==> src/rtl/seq_mult8_ctrl.sv <==
// Sequential shift-and-add unsigned multiplier controller.
// Drives an external 8-bit ripple-carry adder once per iteration and
// assembles the 16-bit product from its sum and carry-out over 8 cycles.
// All vector ports use ascending [0:N-1] ranges where index 0 is the LSB;
// internally everything is held in conventional [N-1:0] form and the two
// layouts are bridged bit-by-bit at the boundary.
module seq_mult8_ctrl #(
  parameter int WIDTH = 8,
  parameter int CNT_W = 3
) (
  input  logic             clk,
  input  logic             rst,
  input  logic             start,
  input  logic [0:WIDTH-1] mcand,
  input  logic [0:WIDTH-1] mplier,
  output logic [0:WIDTH-1] add_a,
  output logic [0:WIDTH-1] add_b,
  output logic             add_cin,
  input  logic [0:WIDTH-1] add_f,
  input  logic             add_cout,
  output logic             busy,
  output logic             done,
  output logic [0:2*WIDTH-1] product
);

  typedef enum logic [1:0] {
    IDLE = 2'd0,
    RUN  = 2'd1,
    DONE = 2'd2
  } state_t;

  state_t state_reg, state_next;

  // Datapath registers, LSB at index 0 in the usual descending layout.
  logic [WIDTH-1:0]   m_reg, m_next;
  logic [WIDTH-1:0]   acc_hi_reg, acc_hi_next;
  logic [WIDTH-1:0]   q_reg, q_next;
  logic [CNT_W-1:0]   count_reg, count_next;
  logic [2*WIDTH-1:0] product_reg, product_next;
  logic               busy_reg, busy_next;
  logic               done_reg, done_next;

  // Port-layout bridges: port index i always carries weight 2**i.
  logic [WIDTH-1:0]   mcand_v;
  logic [WIDTH-1:0]   mplier_v;
  logic [WIDTH-1:0]   add_f_v;
  logic [WIDTH-1:0]   add_b_v;

  genvar gi;
  generate
    for (gi = 0; gi < WIDTH; gi = gi + 1) begin : g_bridge8
      assign mcand_v[gi]  = mcand[gi];
      assign mplier_v[gi] = mplier[gi];
      assign add_f_v[gi]  = add_f[gi];
      assign add_a[gi]    = acc_hi_reg[gi];
      assign add_b[gi]    = add_b_v[gi];
    end
    for (gi = 0; gi < 2 * WIDTH; gi = gi + 1) begin : g_bridge16
      assign product[gi] = product_reg[gi];
    end
  endgenerate

  // Adder operand selection: the partial product is only offered while
  // iterating, so the adder sees a quiet zero on b the rest of the time.
  always_comb begin
    add_b_v = '0;
    if (state_reg == RUN && q_reg[0]) begin
      add_b_v = m_reg;
    end
  end

  assign add_cin = 1'b0;
  assign busy    = busy_reg;
  assign done    = done_reg;

  // State register.
  always_ff @(posedge clk) begin
    if (rst) begin
      state_reg <= IDLE;
    end else begin
      state_reg <= state_next;
    end
  end

  // Next-state and datapath update logic.
  always_comb begin
    state_next   = state_reg;
    m_next       = m_reg;
    acc_hi_next  = acc_hi_reg;
    q_next       = q_reg;
    count_next   = count_reg;
    product_next = product_reg;

    case (state_reg)
      IDLE: begin
        if (start) begin
          m_next      = mcand_v;
          q_next      = mplier_v;
          acc_hi_next = '0;
          count_next  = '0;
          state_next  = RUN;
        end
      end
      RUN: begin
        // Shift {cout, sum, q} right by one: the carry becomes the new MSB
        // of the accumulator and the sum LSB drops into the product low half.
        acc_hi_next = {add_cout, add_f_v[WIDTH-1:1]};
        q_next      = {add_f_v[0], q_reg[WIDTH-1:1]};
        count_next  = count_reg + CNT_W'(1);
        if (count_reg == CNT_W'(WIDTH - 1)) begin
          product_next = {acc_hi_next, q_next};
          state_next   = DONE;
        end
      end
      DONE: begin
        state_next = IDLE;
      end
      default: begin
        state_next = IDLE;
      end
    endcase

    // Status flags are registered images of the state being entered, so
    // they line up exactly with RUN/DONE without decoding glitches.
    busy_next = (state_next == RUN);
    done_next = (state_next == DONE);
  end

  // Datapath and status registers.
  always_ff @(posedge clk) begin
    if (rst) begin
      m_reg       <= '0;
      acc_hi_reg  <= '0;
      q_reg       <= '0;
      count_reg   <= '0;
      product_reg <= '0;
      busy_reg    <= 1'b0;
      done_reg    <= 1'b0;
    end else begin
      m_reg       <= m_next;
      acc_hi_reg  <= acc_hi_next;
      q_reg       <= q_next;
      count_reg   <= count_next;
      product_reg <= product_next;
      busy_reg    <= busy_next;
      done_reg    <= done_next;
    end
  end

endmodule

==> config.mk <==
export PLATFORM = sky130hd
export DESIGN_NAME = seq_mult8_ctrl
export DESIGN_NICKNAME = d
export VERILOG_FILES = /design/src/rtl/seq_mult8_ctrl.sv
export SDC_FILE = /design/constraint.sdc
export NUM_CORES = 1
export LEC_CHECK = 0
export ABC_AREA = 1
export CORE_MARGIN = 5
export CORE_UTILIZATION = 48
export DETAILED_ROUTE_END_ITERATION = 12
export PLACE_DENSITY = 0.88
export SYNTH_ARGS = -nofsm -noshare
export SYNTH_HDL_FRONTEND = slang
export SYNTH_SLANG_ARGS = --single-unit
export TNS_END_PERCENT = 5
==> constraint.sdc <==
create_clock -name clk -period 2.2 [get_ports clk]
set_input_delay 0.22 -clock clk [delete_from_list [all_inputs] [get_ports clk]]
set_output_delay 0.22 -clock clk [all_outputs]
set_load 0.01 [all_outputs]
# Yosys cells after proc, flatten, opt, wreduce, memory -nomap -nowiden
# Cells that the tools add are included.
# W data, S select, Z words.
[classes] add_sub_neg=1 eq_ne=5 muxes=10 reduce_logical=6
[ops] operator="$pmux W8 S2" count=2
[ops] operator="$mux W8" count=3
[ops] operator="$pmux W3 S2" count=1
[ops] operator="$reduce_and A2 Y1" count=3
[ops] operator="$eq A2 B1 Y1 const B" count=2
[ops] operator="$mux W2" count=2
[ops] operator="$pmux W2 S2" count=1
[ops] operator="$add A3 B1 Y3 const B" count=1
[ops] operator="$eq A3 B3 Y1 const B" count=1
[ops] operator="$mux W3" count=1
[ops] operator="$eq A2 B2 Y1 const B" count=1
[ops] operator="$logic_not A2 Y1" count=1
[ops] operator="$ne A2 B2 Y1 const B" count=1
[ops] operator="$reduce_bool A2 Y1" count=1
[ops] operator="$logic_and A1 B1 Y1" count=1
[totals] register_bits=47 in_bits=28 out_inout_bits=35 elab_cells=30

# Logic depth before layout (Yosys ltp)
# Gate-level depths: netlist of the first run.
[logic_depth] depth_word=4 depth_mapped=8 mapped_depth_nobuf=7

# Worst setup path after synthesis of the first run
# No wires, ideal clock.
[synth_timing] kind="register -> register" from="reg count_reg[0]" to="reg product_reg[6]" setup_ns=0.116 t_arrival_ns=1.155 t_required_ns=2.084 path_slack_ns=0.930 path_stages_with_launch=9 path_buffers=1 synth_period_minus_slack_ns=1.270 cell_sequence="dfxtp_1 ha_1 ha_1 nand2_2 nor2_4 inv_2 buf_6 nor2_1 nor2_1"
[synth_via] elab_chain_cells=2
[synth_rtl] item="start, declared" line="38" text="logic [CNT_W-1:0] count_reg, count_next;"
[synth_rtl] item="start signal, assigned" line="143" text="count_reg <= count_next;"
[synth_rtl] item="$eq A3 B3 Y1" line="110" text="if (count_reg == CNT_W'(WIDTH - 1)) begin"
[synth_rtl] item="$reduce_and A2 Y1 (no line)"
[synth_rtl] item="end signal, assigned" line="144" text="product_reg <= product_next;"
[synth_rtl] item="end, declared" line="39" text="logic [2*WIDTH-1:0] product_reg, product_next;"
# Every way passes these cells.
# A chain may end at the register's enable or synchronous reset.

# Worst setup path in the final report of the first run
[layout_timing] from="reg state_reg[0]" to="out add_b[6] (netlist name)"
[layout_via] elab_chain_cells=3
[layout_rtl] item="start, declared" line="32" text="state_t state_reg, state_next;"
[layout_rtl] item="start signal, assigned" line="81" text="state_reg <= state_next;"
[layout_rtl] item="$eq A2 B1 Y1" line="67" text="if (state_reg == RUN && q_reg[0]) begin"
[layout_rtl] item="$logic_and A1 B1 Y1" line="67"
[layout_rtl] item="$mux W8" line="67"
[layout_rtl] item="end, declared" line="17" text="output logic [0:WIDTH-1] add_b,"
# Every way passes these cells.

==> results.md, run 1 <==
- Hold slack: 0.4838 ns
- Full die area: 0.005261 mm2
- Yosys reg bits: 47
- Synth Cell Area: 0.001877 mm2
- RSZ-0062 raised after global routing: false
- Dpl hpwl: about 3300 um
- Slowest library cell on the worst path: clkdlybuf4s50_1
- Detail Route Antenna Nets: 0
- Slowest stage delay, CP: 0.54 ns
- Cell variety after synth: 22
- Max-slew violation count: 0
- CTS tree: yes
- Final WL: 4546 um
- Final #Nets: 345
- Clock power share: 0.309
- Synth Warn #: 0
- GRT Overall Usage: 0.1826
- Max cap viols: 0
- Core area: 0.003716 mm2
- Worst R2R Path Depth: 6
- RD Place Congestion: 0.7893
- WL per Instance: 12.49 um
- Syn avg cell area: 7.360 um2
- Crit path kind: register to output pin
- Switching Power: ~380 uW
- Initial antenna violation count: 0
- Cts hold-fix bufs: 0
- CTS-repair resized insts: 0
- Syn Nets: 285
- Row count: 22
- R2r setup slk: 0.76 ns
- Max Root-Sink Buffers: 2
- DR vias/cell: around 4.8
- Final Hold Viols: 0
- VDD IR max: ~0.41 mV
- Width of the die: 72.53 um
- Vias in the first global route: 1674
- First-pass DRT Iterations: 4
- Share of cells above drive strength 1: 0.06329
- Setup violations, final: 0
- Pwr Density: 611.9 mW/mm2
- Hold path cells: 1
- Root buf cell: clkbuf_8
- Largest net degree at the start of global routing: 20
- Class of the worst hold path: register to register
- P_leak: 0.001097 uW
- Number of standard cells after synthesis: roughly 260
- Sequence of cells on the critical path: inv_1 -> nor2_1 -> nand2_2 -> nor2_1 -> clkdlybuf4s50_1
- First-pass GRT wire length: about 7600 um
- Via count: between 1.5k and 2k
- Post-CTS setup buffers: 0
- Max Clk Rate: 520.8 MHz
- Iteration-0 DRC Markers: 115
- Clk_skew: roughly 0.0044 ns
- Gate power share: 0.120
- Number of port buffers: 61
- Finished Cell Area: 0.002584 mm2
- Die Ht: 72.53 um
- Crit path max fanout: 8
- Max FFs per register: 16
- Commonest cells after routing, fill and taps aside: 77 x nor2_1, 61 x clkdlybuf4s50_1, 47 x dfxtp_1
- Final setup TNS: 0 ns
- Num CTS Buffers: 5
- I/O Pins: 63
- WP data required: 1.98 ns
- Startpoint Class: register
- H-tree depth: 2
- Switch share: 0.2407
- Reg2reg end: q_reg[3]$_SDFFE_PP0P_
- WP data arrival: 1.70 ns
- Sink Count: 47
- Most frequent CP cell: nor2_1
- Area Growth Syn to Fin: 37.67%
- Seq pwr share: 0.571
- Reg-to-reg critical path startpoint: state_reg[1]$_SDFF_PP0_
- Dpl cell area: 0.002502 mm2
- Commonest non-fill, non-tap cell in the layout: nor2_1
- Ant diodes: 0
- Internal Power: between 1000 and 1500 uW
- Clock Latency Late Sink: 0.30 ns
- Final core occ: 0.6953
- DRC Markers: 0
- Initial core utilization: 0.5051
- Tcrit/Tclk final: 0.8728
- Hold_sp: count_reg[0]$_SDFFE_PP0P_
- Hold path endpoint: count_reg[0]$_SDFFE_PP0P_
- Total grt overflow: 0
- Outcome: finished clean
- Tmin final: 1.920 ns
- Seq/Total Area, Yosys: 0.5013
- Critical path endpoint category: output pin
- Worst-path clk slew: 0.08 ns
-- cell usage after synthesis --
library cell	count	share of area
and3_1	2	0.0067
nor2_4	1	0.0060
a21oi_1	11	0.029
o21ai_0	24	0.064
clkinv_2	1	0.0027
nand2_1	28	0.056
clkbuf_2	2	0.0053
buf_4	3	0.012
ha_1	2	0.013
buf_2	4	0.011
o21ai_1	1	0.0027
inv_2	2	0.0040
conb_1	1	0.0020
nand3_1	22	0.059
nor2_1	77	0.15
nand2_2	3	0.010
dfxtp_1	47	0.50
nand2_4	1	0.0060
buf_6	2	0.012
clkbuf_1	2	0.0040
inv_1	18	0.036
nor2_2	1	0.0033
-- worst max-delay path: cells and delay by family (launching register included) --
family                 cells  cell delay (ns)
buffers and inverters      2             0.60
DFF                        1             0.40
and+or+nand+nor            3             0.39
-- through the flow --
step           std cells  power [uW]  setup WS (ns)
6_report             364        1581         0.2799
2_1_floorplan        255        1021         0.9296
5_1_grt              364        1663         0.1176
3_5_place_dp         356        1112         0.5669
3_3_place_gp         356        1106         0.6349
4_1_cts              364        1594         0.2474
-- power groups by stage --
stage | sequential, uW | clock, uW | combinational [uW]
after floorplan | 922 | 0 | 99.9
after global placement | 921 | 0 | 185
after detailed placement | 922 | 0 | 190
after CTS | 902 | 501 | 190
after global routing | 906 | 545 | 213
final | 902 | 489 | 189
-- final cells by class --
cell class | instances | area (um2)
Timing Repair Buffer | 66 | 648.1
Multi-Input combinational cell | 174 | 773.2
Sequential cell | 47 | 940.9
Fill cell | 326 | 1132
Clock buffer | 7 | 76.32
Inverter | 21 | 80.08
Tap cell | 48 | 60.06
Clock inverter | 1 | 5.005
-- logic make-up after synthesis --
| family | count (synthesis) | synth area share |
|---|---|---|
| buf+inv | 34 | 0.08666 |
| compound gates | 36 | 0.09600 |
| fa+ha+maj | 2 | 0.01333 |
| other cells | 1 | 0.001998 |
| flops | 47 | 0.5013 |
| simple gates | 135 | 0.3007 |
-- layer usage --
metal | part of all wire | GRT usage | vias up
met5 | 0 | 0 | -
met4 | 0.016 | 0.06762 | 0
met3 | 0.064 | 0.04709 | 7
met2 | 0.49 | 0.3016 | 48
met1 | 0.43 | 0.2282 | 771
li1 | - | - | 916
-- how the worst max path moves through the flow --
stage	startpoint	endpoint	slack, ns	depth (start not counted)
after detailed placement	start	q_reg[1]$_SDFFE_PP0P_	0.57	6
after CTS	state_reg[0]$_SDFF_PP0_	add_b[6]	0.25	5
after global placement	start	q_reg[4]$_SDFFE_PP0P_	0.63	6
final	state_reg[0]$_SDFF_PP0_	add_b[6]	0.28	5
after floorplan	count_reg[0]$_SDFFE_PP0P_	product_reg[6]$_SDFFE_PP0P_	0.93	8
after global routing	state_reg[0]$_SDFF_PP0_	add_b[6]	0.12	5
Note: power is estimated with default switching activity, not from simulation.
==> run 2, diff against run 1 <==
--- a/config.mk
+++ b/config.mk
@@ -9,7 +9,7 @@
 export CORE_MARGIN = 5
 export CORE_UTILIZATION = 48
 export DETAILED_ROUTE_END_ITERATION = 12
-export PLACE_DENSITY = 0.88
+export PLACE_DENSITY_LB_ADDON = 0.08
 export SYNTH_ARGS = -nofsm -noshare
 export SYNTH_HDL_FRONTEND = slang
 export SYNTH_SLANG_ARGS = --single-unit
==> run 2 against run 1 <==
- sequential power about the same
- combinational power about the same
- non-clock buffer count is the same
- cell area increased by 0.82%
- count of clock-buffer cells in the layout down 1
- power increased by 7.1%
- flip-flop and latch count unchanged
- fmax fell by 1.5%
- highest routed layer unchanged
==> results.md, run 2 (synthesis gave the netlist of run 1 again) <==
- Outcome: finished clean
- Total grt overflow: 0
- Row count: 22
- Finished Cell Area: between 0.002 and 0.003 mm2
- Crit path max fanout: 8
- Initial antenna violation count: 0
- Final #Nets: 345
- Max cap viols: 0
- Clk_skew: slightly above 0.008 ns
- Slowest library cell on the worst path: clkdlybuf4s50_1
- Dpl cell area: 0.002502 mm2
- Dpl ws: 0.5809 ns
- CP bufs+invs: 2
- Initial core utilization: 0.5051
- VDD IR max: 0.4975 mV
- Sink Count: 47
- Commonest cells after routing, fill and taps aside: 77 x nor2_1, 61 x clkdlybuf4s50_1, 47 x dfxtp_1
- WP data arrival: 1.73 ns
- P_leak: roughly 0.0011 uW
- Max Root-Sink Buffers: 2
- DRC Markers: 0
- Critical path endpoint category: output pin
- Num CTS Buffers: 5
- Setup violations, final: 0
- Max-slew violation count: 0
- Tcrit/Tclk final: 0.8858
- RSZ-0062 raised after global routing: false
- First-pass DRT Iterations: 4
- Dpl hpwl: 3140 um
- Die Ht: 72.53 um
- Top delay family on crit path: buffers and inverters
- Clock Latency Late Sink: 0.30 ns
- CTS-repair resized insts: 0
- Filler Cells Inserted: 341
- Crit path kind: register to output pin
- I/O Pins: between 60 and 70
- Setup WS post-layout: about 0.25 ns
- Core area: 0.003716 mm2
- Worst-path clk slew: about 0.090 ns
- Cts hold-fix bufs: 0
- Width of the die: 72.53 um
- H-tree depth: 2
- Ant diodes: 0
- Largest net degree at the start of global routing: 20
- Final WL: 4483 um
- Root buf cell: clkbuf_8
- Class of the worst hold path: register to register
- Area Growth Syn to Fin: 38.80%
- Pwr Density: 650.2 mW/mm2
- Sequence of cells on the critical path: inv_1 -> nor2_1 -> nand2_2 -> nor2_1 -> clkdlybuf4s50_1
- Startpoint Class: register
- RD Place Congestion: 0.7599
- DR vias/cell: 4.815
- WL per Instance: 12.35 um
- Full die area: approximately 0.0053 mm2
- WP data required: 1.98 ns
- Slowest stage delay, CP: 0.55 ns
- Iteration-0 DRC Markers: 121
- CTS tree: yes
- Number of port buffers: 61
- Most frequent CP cell: nor2_1
- Final setup TNS: 0 ns
- Vias in the first global route: 1604
- Post-CTS setup buffers: 0
- Max FFs per register: 16
- Final Hold Viols: 0
- GRT Overall Usage: 0.1860
- First-pass GRT wire length: approximately 7700 um
- Max Clk Rate: 513.2 MHz
- Detail Route Antenna Nets: 0
- Commonest non-fill, non-tap cell in the layout: nor2_1
- Share of cells above drive strength 1: 0.06349
- Tmin final: roughly 1.9 ns
- Via count: 1748
run 2: worst reg2reg max path: stages (launching register included):
cell and delay [ns]:
dfxtp_1 0.34, ha_1 0.20, ha_1 0.19, nand2_2 0.11
nor2_4 0.04, buf_4 0.20, o21ai_0 0.18, nor2_1 0.06
run 2: layer usage:
metal  vias to the layer above  wire, um  global-route usage
met5                         -         0                   0
met4                         0        36             0.05533
met3                         4       236             0.04848
met2                        39      2150              0.2876
met1                       792      2060              0.2543
li1                        913         -                   -
run 2: path summary, 6_finish.rpt:
path / startpoint / endpoint / slack [ns] / cells after the start
max: state_reg[0]$_SDFF_PP0_ / add_b[1] / 0.25 / 5
min: count_reg[0]$_SDFFE_PP0P_ / count_reg[0]$_SDFFE_PP0P_ / 0.48 / 1
max reg2reg: count_reg[0]$_SDFFE_PP0P_ / product_reg[6]$_SDFFE_PP0P_ / 0.79 / 7
min reg2reg: count_reg[0]$_SDFFE_PP0P_ / count_reg[0]$_SDFFE_PP0P_ / 0.48 / 1
run 2: final cells by class:
type                    instances  area [um2]  area share
repair buffers                 66       648.1      0.2488
clock buffers                   6       72.57     0.02786
inverters                      21       80.08     0.03074
multi-input cells             174       773.2      0.2968
clock inverters                 1       30.03     0.01153
flip-flops and latches         47       940.9      0.3612
well taps                      48       60.06     0.02305
run 2: where the power goes:
group          leakage (uW)  switching (uW)  total (uW)  internal, uW
clock network     0.0000513             270         603           333
logic              0.000672            93.6         189          94.9
registers          0.000384            19.8         902           882
run 2: metrics by stage:
stage	utilization	cells	power [uW]	hold WS, ns
after floorplan	-	255	1021	0.3549
after CTS	0.7010	363	1708	0.4753
after detailed placement	0.6734	356	1112	0.4584
after global routing	0.7010	363	1773	0.5054
final	0.7010	363	1694	0.4813
after global placement	0.6734	356	1108	0.4602
